File: src/rtl/fp_normalize.sv
`default_nettype none
// ============================================================================
// Module   : fp_normalize
// Brief    : Multi-cycle normalizer turning a 12-bit two's-complement sample
//            into sign, saturated magnitude, leading-zero count, 3-bit
//            exponent, 4-bit significand and rounding bit.
//            Optional macro FP_NORM_FAST_SHIFT_EN enables a 4-bit shift step.
// Revision : 1.0 - initial release
// ============================================================================
module fp_normalize (
    input  logic        clk,
    input  logic        rst,
    input  logic [11:0] D,
    input  logic        in_valid,
    output logic        in_ready,
    output logic        S,
    output logic [11:0] sign_rep,
    output logic [3:0]  leading_zeros,
    output logic [2:0]  E,
    output logic [3:0]  F,
    output logic        fifth_bit,
    output logic        out_valid,
    input  logic        out_ready
);

    localparam logic [1:0] c_ST_IDLE  = 2'd0;
    localparam logic [1:0] c_ST_ABS   = 2'd1;
    localparam logic [1:0] c_ST_SHIFT = 2'd2;
    localparam logic [1:0] c_ST_DONE  = 2'd3;

    localparam logic [3:0]  c_LZ_MAX  = 4'd8;
    localparam logic [11:0] c_NEG_MIN = 12'h800;
    localparam logic [11:0] c_POS_MAX = 12'h7FF;

    logic [1:0]  r_state;
    logic [11:0] r_d;
    logic [11:0] r_mag;
    logic [11:0] r_sh;
    logic [3:0]  r_lz;

    logic        r_in_ready;
    logic        r_s;
    logic [11:0] r_sign_rep;
    logic [3:0]  r_leading_zeros;
    logic [2:0]  r_e;
    logic [3:0]  r_f;
    logic        r_fifth_bit;
    logic        r_out_valid;

    logic [1:0]  w_next_state;
    logic        w_accept;
    logic [11:0] w_mag;
    logic        w_exit;
    logic [11:0] w_sh_next;
    logic [3:0]  w_lz_next;
    logic [3:0]  w_e_full;

    // in_ready is only ever set while the FSM sits in IDLE
    assign w_accept = r_in_ready & in_valid;

    always_comb begin
        w_mag = r_d;
        if (r_d == c_NEG_MIN) begin
            w_mag = c_POS_MAX;
        end else if (r_d[11]) begin
            w_mag = ~r_d + 12'd1;
        end
    end

    assign w_exit   = r_sh[10] | (r_lz == c_LZ_MAX);
    assign w_e_full = c_LZ_MAX - r_lz;

    always_comb begin
        w_sh_next = r_sh << 1;
        w_lz_next = r_lz + 4'd1;
`ifdef FP_NORM_FAST_SHIFT_EN
        // Four empty top bits with lz<=4 can never overshoot bit 10 or lz=8
        if ((r_sh[10:7] == 4'd0) && (r_lz <= 4'd4)) begin
            w_sh_next = r_sh << 4;
            w_lz_next = r_lz + 4'd4;
        end
`endif
    end

    always_comb begin
        w_next_state = r_state;
        case (r_state)
            c_ST_IDLE:  if (w_accept) w_next_state = c_ST_ABS;
            c_ST_ABS:   w_next_state = c_ST_SHIFT;
            c_ST_SHIFT: if (w_exit) w_next_state = c_ST_DONE;
            c_ST_DONE:  if (out_ready) w_next_state = c_ST_IDLE;
            default:    w_next_state = c_ST_IDLE;
        endcase
    end

    always_ff @(posedge clk) begin
        if (rst) begin
            r_state         <= c_ST_IDLE;
            r_d             <= 12'd0;
            r_mag           <= 12'd0;
            r_sh            <= 12'd0;
            r_lz            <= 4'd0;
            r_in_ready      <= 1'b0;
            r_s             <= 1'b0;
            r_sign_rep      <= 12'd0;
            r_leading_zeros <= 4'd0;
            r_e             <= 3'd0;
            r_f             <= 4'd0;
            r_fifth_bit     <= 1'b0;
            r_out_valid     <= 1'b0;
        end else begin
            r_state    <= w_next_state;
            r_in_ready <= (w_next_state == c_ST_IDLE);
            case (r_state)
                c_ST_IDLE: begin
                    if (w_accept) begin
                        r_d <= D;
                    end
                end
                c_ST_ABS: begin
                    // Magnitude bit 11 is always clear, so counting starts at 1
                    r_mag <= w_mag;
                    r_sh  <= w_mag;
                    r_lz  <= 4'd1;
                end
                c_ST_SHIFT: begin
                    if (w_exit) begin
                        r_s             <= r_d[11];
                        r_sign_rep      <= r_mag;
                        r_leading_zeros <= r_lz;
                        r_e             <= (r_lz < c_LZ_MAX) ? w_e_full[2:0] : 3'd0;
                        r_f             <= r_sh[10:7];
                        r_fifth_bit     <= r_sh[6];
                        r_out_valid     <= 1'b1;
                    end else begin
                        r_sh <= w_sh_next;
                        r_lz <= w_lz_next;
                    end
                end
                c_ST_DONE: begin
                    if (out_ready) begin
                        r_out_valid <= 1'b0;
                    end
                end
                default: ;
            endcase
        end
    end

    assign in_ready      = r_in_ready;
    assign S             = r_s;
    assign sign_rep      = r_sign_rep;
    assign leading_zeros = r_leading_zeros;
    assign E             = r_e;
    assign F             = r_f;
    assign fifth_bit     = r_fifth_bit;
    assign out_valid     = r_out_valid;

endmodule
`default_nettype wire

File: config.mk
export PLATFORM = sky130hd
export DESIGN_NAME = fp_normalize
export DESIGN_NICKNAME = d
export VERILOG_FILES = /design/src/rtl/fp_normalize.sv
export SDC_FILE = /design/constraint.sdc
export NUM_CORES = 1
export LEC_CHECK = 0
export BUFFER_PORTS_ARGS = -buffer_cell sky130_fd_sc_hd__clkbuf_2
export CAP_MARGIN = 40
export CORE_AREA = 3 3 56 109
export CTS_CLUSTER_SIZE = 14
export DETAILED_ROUTE_END_ITERATION = 12
export DIE_AREA = 0 0 59 112
export PLACE_DENSITY = 0.76
export SYNTH_ARGS = -nofsm -noshare
export SYNTH_HDL_FRONTEND = slang
export SYNTH_SLANG_ARGS = --single-unit
export TNS_END_PERCENT = 10
File: constraint.sdc
create_clock -name clk -period 2.3 [get_ports clk]
set_clock_uncertainty 0.05 [all_clocks]
set_input_delay 0.23 -clock clk [delete_from_list [all_inputs] [get_ports clk]]
set_output_delay 0.23 -clock clk [all_outputs]
set_load 0.1 [all_outputs]
==> metrics.md, run 1 <==
| Metric | Value |
|---|---|
| Setup crit start kind | `flip-flop` |
| Clock Pin Slew Worst Setup and Hold Paths | `70 ps` |
| Fin Hold WS | `52.0 ps` |
| Top_reg_cell synth | `dfxtp_1` |
| Slew @ Worst Pin | `769 ps` |
| Seq pwr share | `47.1%` |
| Leak | `1.32 nW` |
| Clk sinks | `68` |
| Crit path kind | `flip-flop to flip-flop` |
| Hold crit path type | `primary input to flip-flop` |
| Total number of vias | `2558` |
| CTS tree | `done` |
| Worst path cell trace | `inv_1 -> ha_1 -> or3b_1 -> or4_1 -> a31o_1 -> o21a_1 -> nor2_2` |
| Status | `finished, final reports clean` |
| # hold bufs at CTS | `0` |
| Dominant cells by area after synthesis | `dfxtp_1, nand2_1, a21oi_1` |
| Hold-critical path depth | `3` |
| DRT Wirelength | `6000 microns` |
| CP max-delay cell | `or4_1` |
| I/O pin count | `43` |
| Setup WS pre-CTS | `183 ps` |
| CTS buffer count | `9` |
| Hold worst-path end | `r_d[5]` |
| R2r endpoint | `r_sh[10]` |
| Synth area leader | `dfxtp_1` |
| Power per cell area | `785 nW/um^2` |
| Post-synth ARST share | `0%` |
| Max-cap violation count | `0` |
| Net Switching | `0.650 mW` |
| Synth unique cells | `56` |
| Clk pwr share | `41.8%` |
| Dpl cell area | `3170 sq um` |
| Worst-path maximum fanout | `8` |
| Row cnt | `38` |
| Pint | `2.02 mW` |
| Total GRT Usage | `20.6%` |
| Nets@finish | `422` |
| Final TNS setup | `0 ps` |
| Cell Area, Synth | `2950 sq um` |
| Resized cells post-CTS | `0` |
| N_diodes | `0` |
| Final setup violation count | `0` |
| Critical Path Sink Type | `flip-flop` |
| Count of input and output buffers | `42` |
| R2R setup slack | `150 ps` |
| Die area | `6610 sq um` |
| DP Cell Count | `452` |
| Yosys warns | `0` |
| Comb power frac | `11.0%` |
| Placer congestion estimate | `0.891` |
| Initial Util | `54.3%` |
| Hold_sp | `D[5]` |
| Area grow syn2layout | `15.6%` |
| Setup bufs post-CTS | `0` |
| Mapped Cells | `368` |
| Die Width | `59 microns` |
| Max-slew violation count | `0` |
| Routed Antenna Nets | `0` |
| Flops & latches, synth | `68` |
| Final WS setup | `146 ps` |
| Largest net degree at the start of global routing | `38` |
| DR pass1 iterations | `4` |
| Seq/Total Area, Yosys | `46.2%` |
| DRC | `0` |
| Initial DRC count | `91` |
| Syn avg cell area | `8.00 sq um` |
| Max IR drop VDD | `0.589 mV` |
| Final min period | `2150 ps` |
| Layout cells sized above 1 | `19.1%` |
| Slew headroom | `48.7%` |
| Final std cells w/o fill | `468` |
| Crit path DAT | `2380 ps` |
| Vias/cell | `5.47` |
| Fin. Hold Viols | `0` |
| Hpwl dp | `4280 microns` |
| Die height | `112 microns` |
| Sw Share | `24.3%` |
| FF-to-FF path depth | `7` |
| Remaining global-route overflow | `0` |
| Clk buf depth | `2` |
| Crit share post-route | `93.7%` |
| Final instance area | `3400 sq um` |
| Fillers | `516` |
| Root buf cell | `clkbuf_8` |
| First-pass GRT wire length | `10500 microns` |
| Final Power | `2.67 mW` |
| Critical Path RT | `2530 ps` |
| Initial antenna violation count | `0` |
| H-tree depth | `3` |
| Wire length per cell | `12.8 microns` |
| Clock Latency Late Sink | `340 ps` |
| Share of the synthesized area in the top cell type | `46.2%` |
| Vias in the first global route | `2351` |
| Post-Syn Nets | `387` |
| Highest Clock Rate | `0.464 GHz` |
| Fin util | `62.8%` |
| R2r startpoint | `r_d[1]` |
| Largest stage delay, worst path | `510 ps` |
| RSZ-0062 raised after global routing | `no` |
| Core area | `5420 sq um` |
| EDFF count, synth | `0` |
cell type report:
class                           instances  area [sq um]  area share, %
Multi-Input combinational cell        266          1410           41.5
Sequential cell                        68          1360           40.0
Timing Repair Buffer                   52           298           8.75
Clock buffer                           12           165           4.85
Tap cell                               60          75.1           2.21
Clock inverter                          4          70.1           2.06
Inverter                                6          22.5          0.662
cell usage in the layout (no fill, tap or decap), types with 3 or more instances in the layout:
cell | synthesis | routed
o21ai_0 | 5 | 5
buf_4 | 1 | 9
dfxtp_1 | 68 | 68
o21a_1 | 3 | 3
a21oi_1 | 58 | 58
inv_1 | 6 | 6
o211ai_1 | 4 | 4
a211oi_1 | 10 | 10
nor3_1 | 8 | 8
ha_1 | 3 | 3
clkbuf_8 | 3 | 12
nor2_1 | 23 | 23
clkbuf_2 | 1 | 42
and3_1 | 3 | 3
nand2_1 | 95 | 95
a31oi_1 | 3 | 3
nand3_1 | 3 | 3
nand3b_1 | 3 | 3
cell families after synthesis:
group	after synthesis	share of synthesized area, %
AOI/OAI and AO/OA	99	20.8
xor gates and xnor gates	3	0.892
and+or+nand+nor	159	24.3
DFF	68	46.2
muxes	2	0.680
buffers and inverters	34	5.82
adders and majority gates	3	1.27
worst max-delay path by stage:
stage	startpoint	cells after the start	to	slack, ps
2_1_floorplan	r_d[1]	8	r_sh[10]	320
3_3_place_gp	r_lz[0]	7	sign_rep[10]	240
3_5_place_dp	r_lz[0]	7	sign_rep[10]	180
4_1_cts	r_d[1]	7	r_sh[10]	140
5_1_grt	r_lz[0]	7	sign_rep[11]	20
6_report	r_d[1]	7	r_sh[10]	150
power groups by stage:
stage	registers [mW]	logic, mW	clock network, mW
after global placement	1.28	0.288	0
after global routing	1.27	0.332	1.20
final	1.26	0.295	1.12
after detailed placement	1.29	0.294	0
after floorplan	1.29	0.221	0
after CTS	1.26	0.296	1.14
layer usage:
metal	vias up	wire length, microns	share of wire, %	global-route usage [%]
li1	1343	-	-	-
met1	1153	2460	41	22.6
met2	48	3160	53	34.6
met3	14	220	3.7	5.68
met4	0	170	2.8	10.7
met5	-	0	0	0
synthesized netlist by cell type, types with 4 or more instances:
cell,n
a21oi_1,58
nor2_1,23
inv_1,6
nor3_1,8
nand2_1,95
a211oi_1,10
dfxtp_1,68
o211ai_1,4
o21ai_0,5
clkbuf_1,20
critical path, delay by kind of cell, from the launching register on:
family / cells / cell delay [ps]
adder cells (fa/ha/maj): 1 / 190
AO/OA/AOI/OAI: 2 / 350
buffers and inverters: 1 / 100
AND/OR/NAND/NOR: 3 / 1060
flip-flops: 1 / 340
state kept, by name, indices dropped and copies added, names as in the netlist:
name / cells
sign_rep: 12
r_lz: 4
out_valid: 1
fifth_bit: 1
r_mag: 12
r_d: 12
r_sh: 11
r_state: 2
E: 3
in_ready: 1
F: 4
S: 1
leading_zeros: 4
(Power assumes the default switching activity.)
==> run 2, diff against run 1 <==
==> constraint.sdc (replaced) <==
create_clock -name clk -period 2 [get_ports clk]
set_clock_uncertainty 0.05 [all_clocks]
set_input_delay 0.2 -clock clk [delete_from_list [all_inputs] [get_ports clk]]
set_output_delay 0.2 -clock clk [all_outputs]
set_load 0.1 [all_outputs]
==> metrics.md, run 2 (synthesized netlist as in run 1, its figures left out) <==
| Metric | Value |
|---|---|
| I/O pin count | `43 (unchanged)` |
| Max-slew violation count | `0 (unchanged)` |
| Clock Pin Slew Worst Setup and Hold Paths | `70 ps (about the same)` |
| DR pass1 iterations | `4 (unchanged)` |
| Initial DRC count | `103 (was 91)` |
| Total number of vias | `2630 (was 2558)` |
| Commonest cells after routing, fill and taps aside | `nand2_1, dfxtp_1, a21oi_1, clkbuf_2, nor2_1 (unchanged)` |
| Fin util | `64.9% (was 62.8%)` |
| Clock Latency Late Sink | `340 ps (about the same)` |
| M2 GR Usage | `37.7% (was 34.6%)` |
| Clk sinks | `68 (unchanged)` |
| DRC | `0 (unchanged)` |
| Max IR drop VDD | `0.684 mV (was 0.589 mV)` |
| Power per cell area | `839 nW/um^2 (was 785 nW/um^2)` |
| Final TNS setup | `0 ps (unchanged)` |
| Die Width | `59 microns (unchanged)` |
| Placer congestion estimate | `0.888 (was 0.891)` |
| Worst path cell trace | `inv_2 -> ha_4 -> or3b_4 -> buf_6 -> o31a_2 -> o21a_1 -> nand2_1 -> a211oi_1 (was inv_1 -> ha_1 -> or3b_1 -> or4_1 -> a31o_1 -> o21a_1 -> nor2_2)` |
| Sw Share | `26.2% (was 24.3%)` |
| Max-cap violation count | `0 (unchanged)` |
| RSZ-0062 raised after global routing | `yes (was no)` |
| Largest net degree at the start of global routing | `42 (was 38)` |
| Net Switching | `0.774 mW (was 0.650 mW)` |
| Final setup violation count | `0 (unchanged)` |
| Area grow syn2layout | `19.5% (was 15.6%)` |
| Gr busiest metal | `met2 (unchanged)` |
| CTS tree | `done (unchanged)` |
| # hold bufs at CTS | `0 (unchanged)` |
| Wire length per cell | `13.9 microns (was 12.8 microns)` |
| Fin. Hold Viols | `0 (unchanged)` |
| FF-to-FF path depth | `8 (was 7)` |
| Root buf cell | `clkbuf_8 (unchanged)` |
| DRT Wirelength | `6660 microns (was 6000 microns)` |
| Core area | `5420 sq um (unchanged)` |
| Pint | `2.18 mW (was 2.02 mW)` |
| Remaining global-route overflow | `0 (unchanged)` |
| Leak | `1.36 nW (was 1.32 nW)` |
| Row cnt | `38 (unchanged)` |
| Most common cell after layout, fill and taps aside | `nand2_1 (unchanged)` |
| Nets@finish | `433 (was 422)` |
| Count of input and output buffers | `42 (unchanged)` |
| Hold_sp | `D[0] (was D[5])` |
| Status | `finished, final reports clean (unchanged)` |
| Initial antenna violation count | `0 (unchanged)` |
| H-tree depth | `3 (unchanged)` |
| Layout cells sized above 1 | `23.9% (was 19.1%)` |
| Total GRT Usage | `21.0% (was 20.6%)` |
| M1 GR Usage | `21.4% (was 22.6%)` |
| R2R setup slack | `20 ps (was 150 ps)` |
| Hold crit path type | `primary input to flip-flop (unchanged)` |
| Crit path kind | `flip-flop to flip-flop (unchanged)` |
| First-pass GRT wire length | `10700 microns (was 10500 microns)` |
| Hpwl dp | `4630 microns (was 4280 microns)` |
| Hold-critical path depth | `3 (unchanged)` |
| Crit share post-route | `99.2% (was 93.7%)` |
| Slew @ Worst Pin | `836 ps (was 769 ps)` |
| Slew headroom | `44.2% (was 48.7%)` |
| Routed Antenna Nets | `0 (unchanged)` |
| Clk pwr share | `36.6% (was 41.8%)` |
| Final min period | `1980 ps (was 2150 ps)` |
| CTS buffer count | `9 (unchanged)` |
| CP max-delay cell | `or3b_4 (was or4_1)` |
| GR Util met3 | `4.87% (was 5.68%)` |
| Crit path DAT | `2140 ps (was 2380 ps)` |
| Worst-path maximum fanout | `6 (was 8)` |
| Seq pwr share | `49.1% (was 47.1%)` |
| Die height | `112 microns (unchanged)` |
| Final WS setup | `16.7 ps (was 146 ps)` |
| Comb power frac | `14.3% (was 11.0%)` |
| Setup crit start kind | `flip-flop (unchanged)` |
| Critical Path Sink Type | `flip-flop (unchanged)` |
| Largest stage delay, worst path | `430 ps (was 510 ps)` |
| Vias/cell | `5.50 (was 5.47)` |
| R2r startpoint | `r_d[1] (unchanged)` |
| Highest Clock Rate | `0.504 GHz (was 0.464 GHz)` |
| Die area | `6610 sq um (unchanged)` |
| N_diodes | `0 (unchanged)` |
| R2r endpoint | `r_sh[8] (was r_sh[10])` |
| Vias in the first global route | `2428 (was 2351)` |
| Setup WS pre-CTS | `-58.6 ps (was 183 ps)` |
| Clk buf depth | `2 (unchanged)` |
| Fin Hold WS | `15.9 ps (was 52.0 ps)` |
| Critical Path RT | `2150 ps (was 2530 ps)` |
| Initial Util | `54.3% (unchanged)` |
| Final Power | `2.95 mW (was 2.67 mW)` |
| Hold worst-path end | `r_d[0] (was r_d[5])` |
run 2: cell types whose count changed in the layout (fill, tap and decap cells not counted), sizes merged:
cell,change
buf,+11
bufinv,-1
clkbuf,+1
clkinv,-1
run 2: cell type report:
class / instances / area [sq um]
clock buffers: 13 / 149
clock inverters: 2 / 35.0
fillers: 513 / 1900
inverters: 6 / 22.5
multi-input cells: 266 / 1470
flip-flops and latches: 68 / 1370
well taps: 60 / 75.1
repair buffers: 63 / 397
run 2: per-layer routing:
| layer | part of all wire (%) | up-vias |
|---|---|---|
| met4 | 3.1 | 0 |
| met1 | 39 | 1200 |
| met2 | 55 | 55 |
| li1 | - | 1357 |
| met5 | 0 | - |
| met3 | 3.4 | 18 |
run 2: through the flow:
step           cells  instance area [sq um]
6_report         478                   3520
5_1_grt          478                   3520
4_1_cts          475                   3430
3_5_place_dp     459                   3230
3_3_place_gp     459                   3230
2_1_floorplan    368                   2950
run 2: critical path: cells and delay by family (launching register included):
| family | cells | cell delay, ps |
|---|---|---|
| adder cells (fa/ha/maj) | 1 | 140 |
| buffers and inverters | 2 | 220 |
| AND/OR/NAND/NOR | 2 | 510 |
| flip-flops | 1 | 340 |
| AO/OA/AOI/OAI | 3 | 600 |
run 2: worst max path at each step:
stage | start | endpoint | slack, ps
2_1_floorplan | r_d[1] | r_sh[10] | 20
3_3_place_gp | r_d[0] | r_sh[10] | -10
3_5_place_dp | r_d[0] | r_sh[10] | -60
4_1_cts | r_d[1] | r_sh[10] | -4
5_1_grt | r_d[1] | r_sh[2] | -70
6_report | r_d[1] | r_sh[8] | 20
run 2: what timing repair did:
item | in CTS | in global routing
pin swaps | 1 | 3
endpoints found under the setup margin | 18 | 27
resized for setup | 4 | 17
buffers inserted | 1 | 3
run 2: power groups by stage:
stage               logic, mW  clock network (mW)  registers, mW
global placement        0.359                   0           1.47
floorplan               0.254                   0           1.48
finish                  0.422                1.08           1.45
global route            0.463                1.14           1.45
CTS                     0.380                1.09           1.44
detailed placement      0.368                   0           1.47
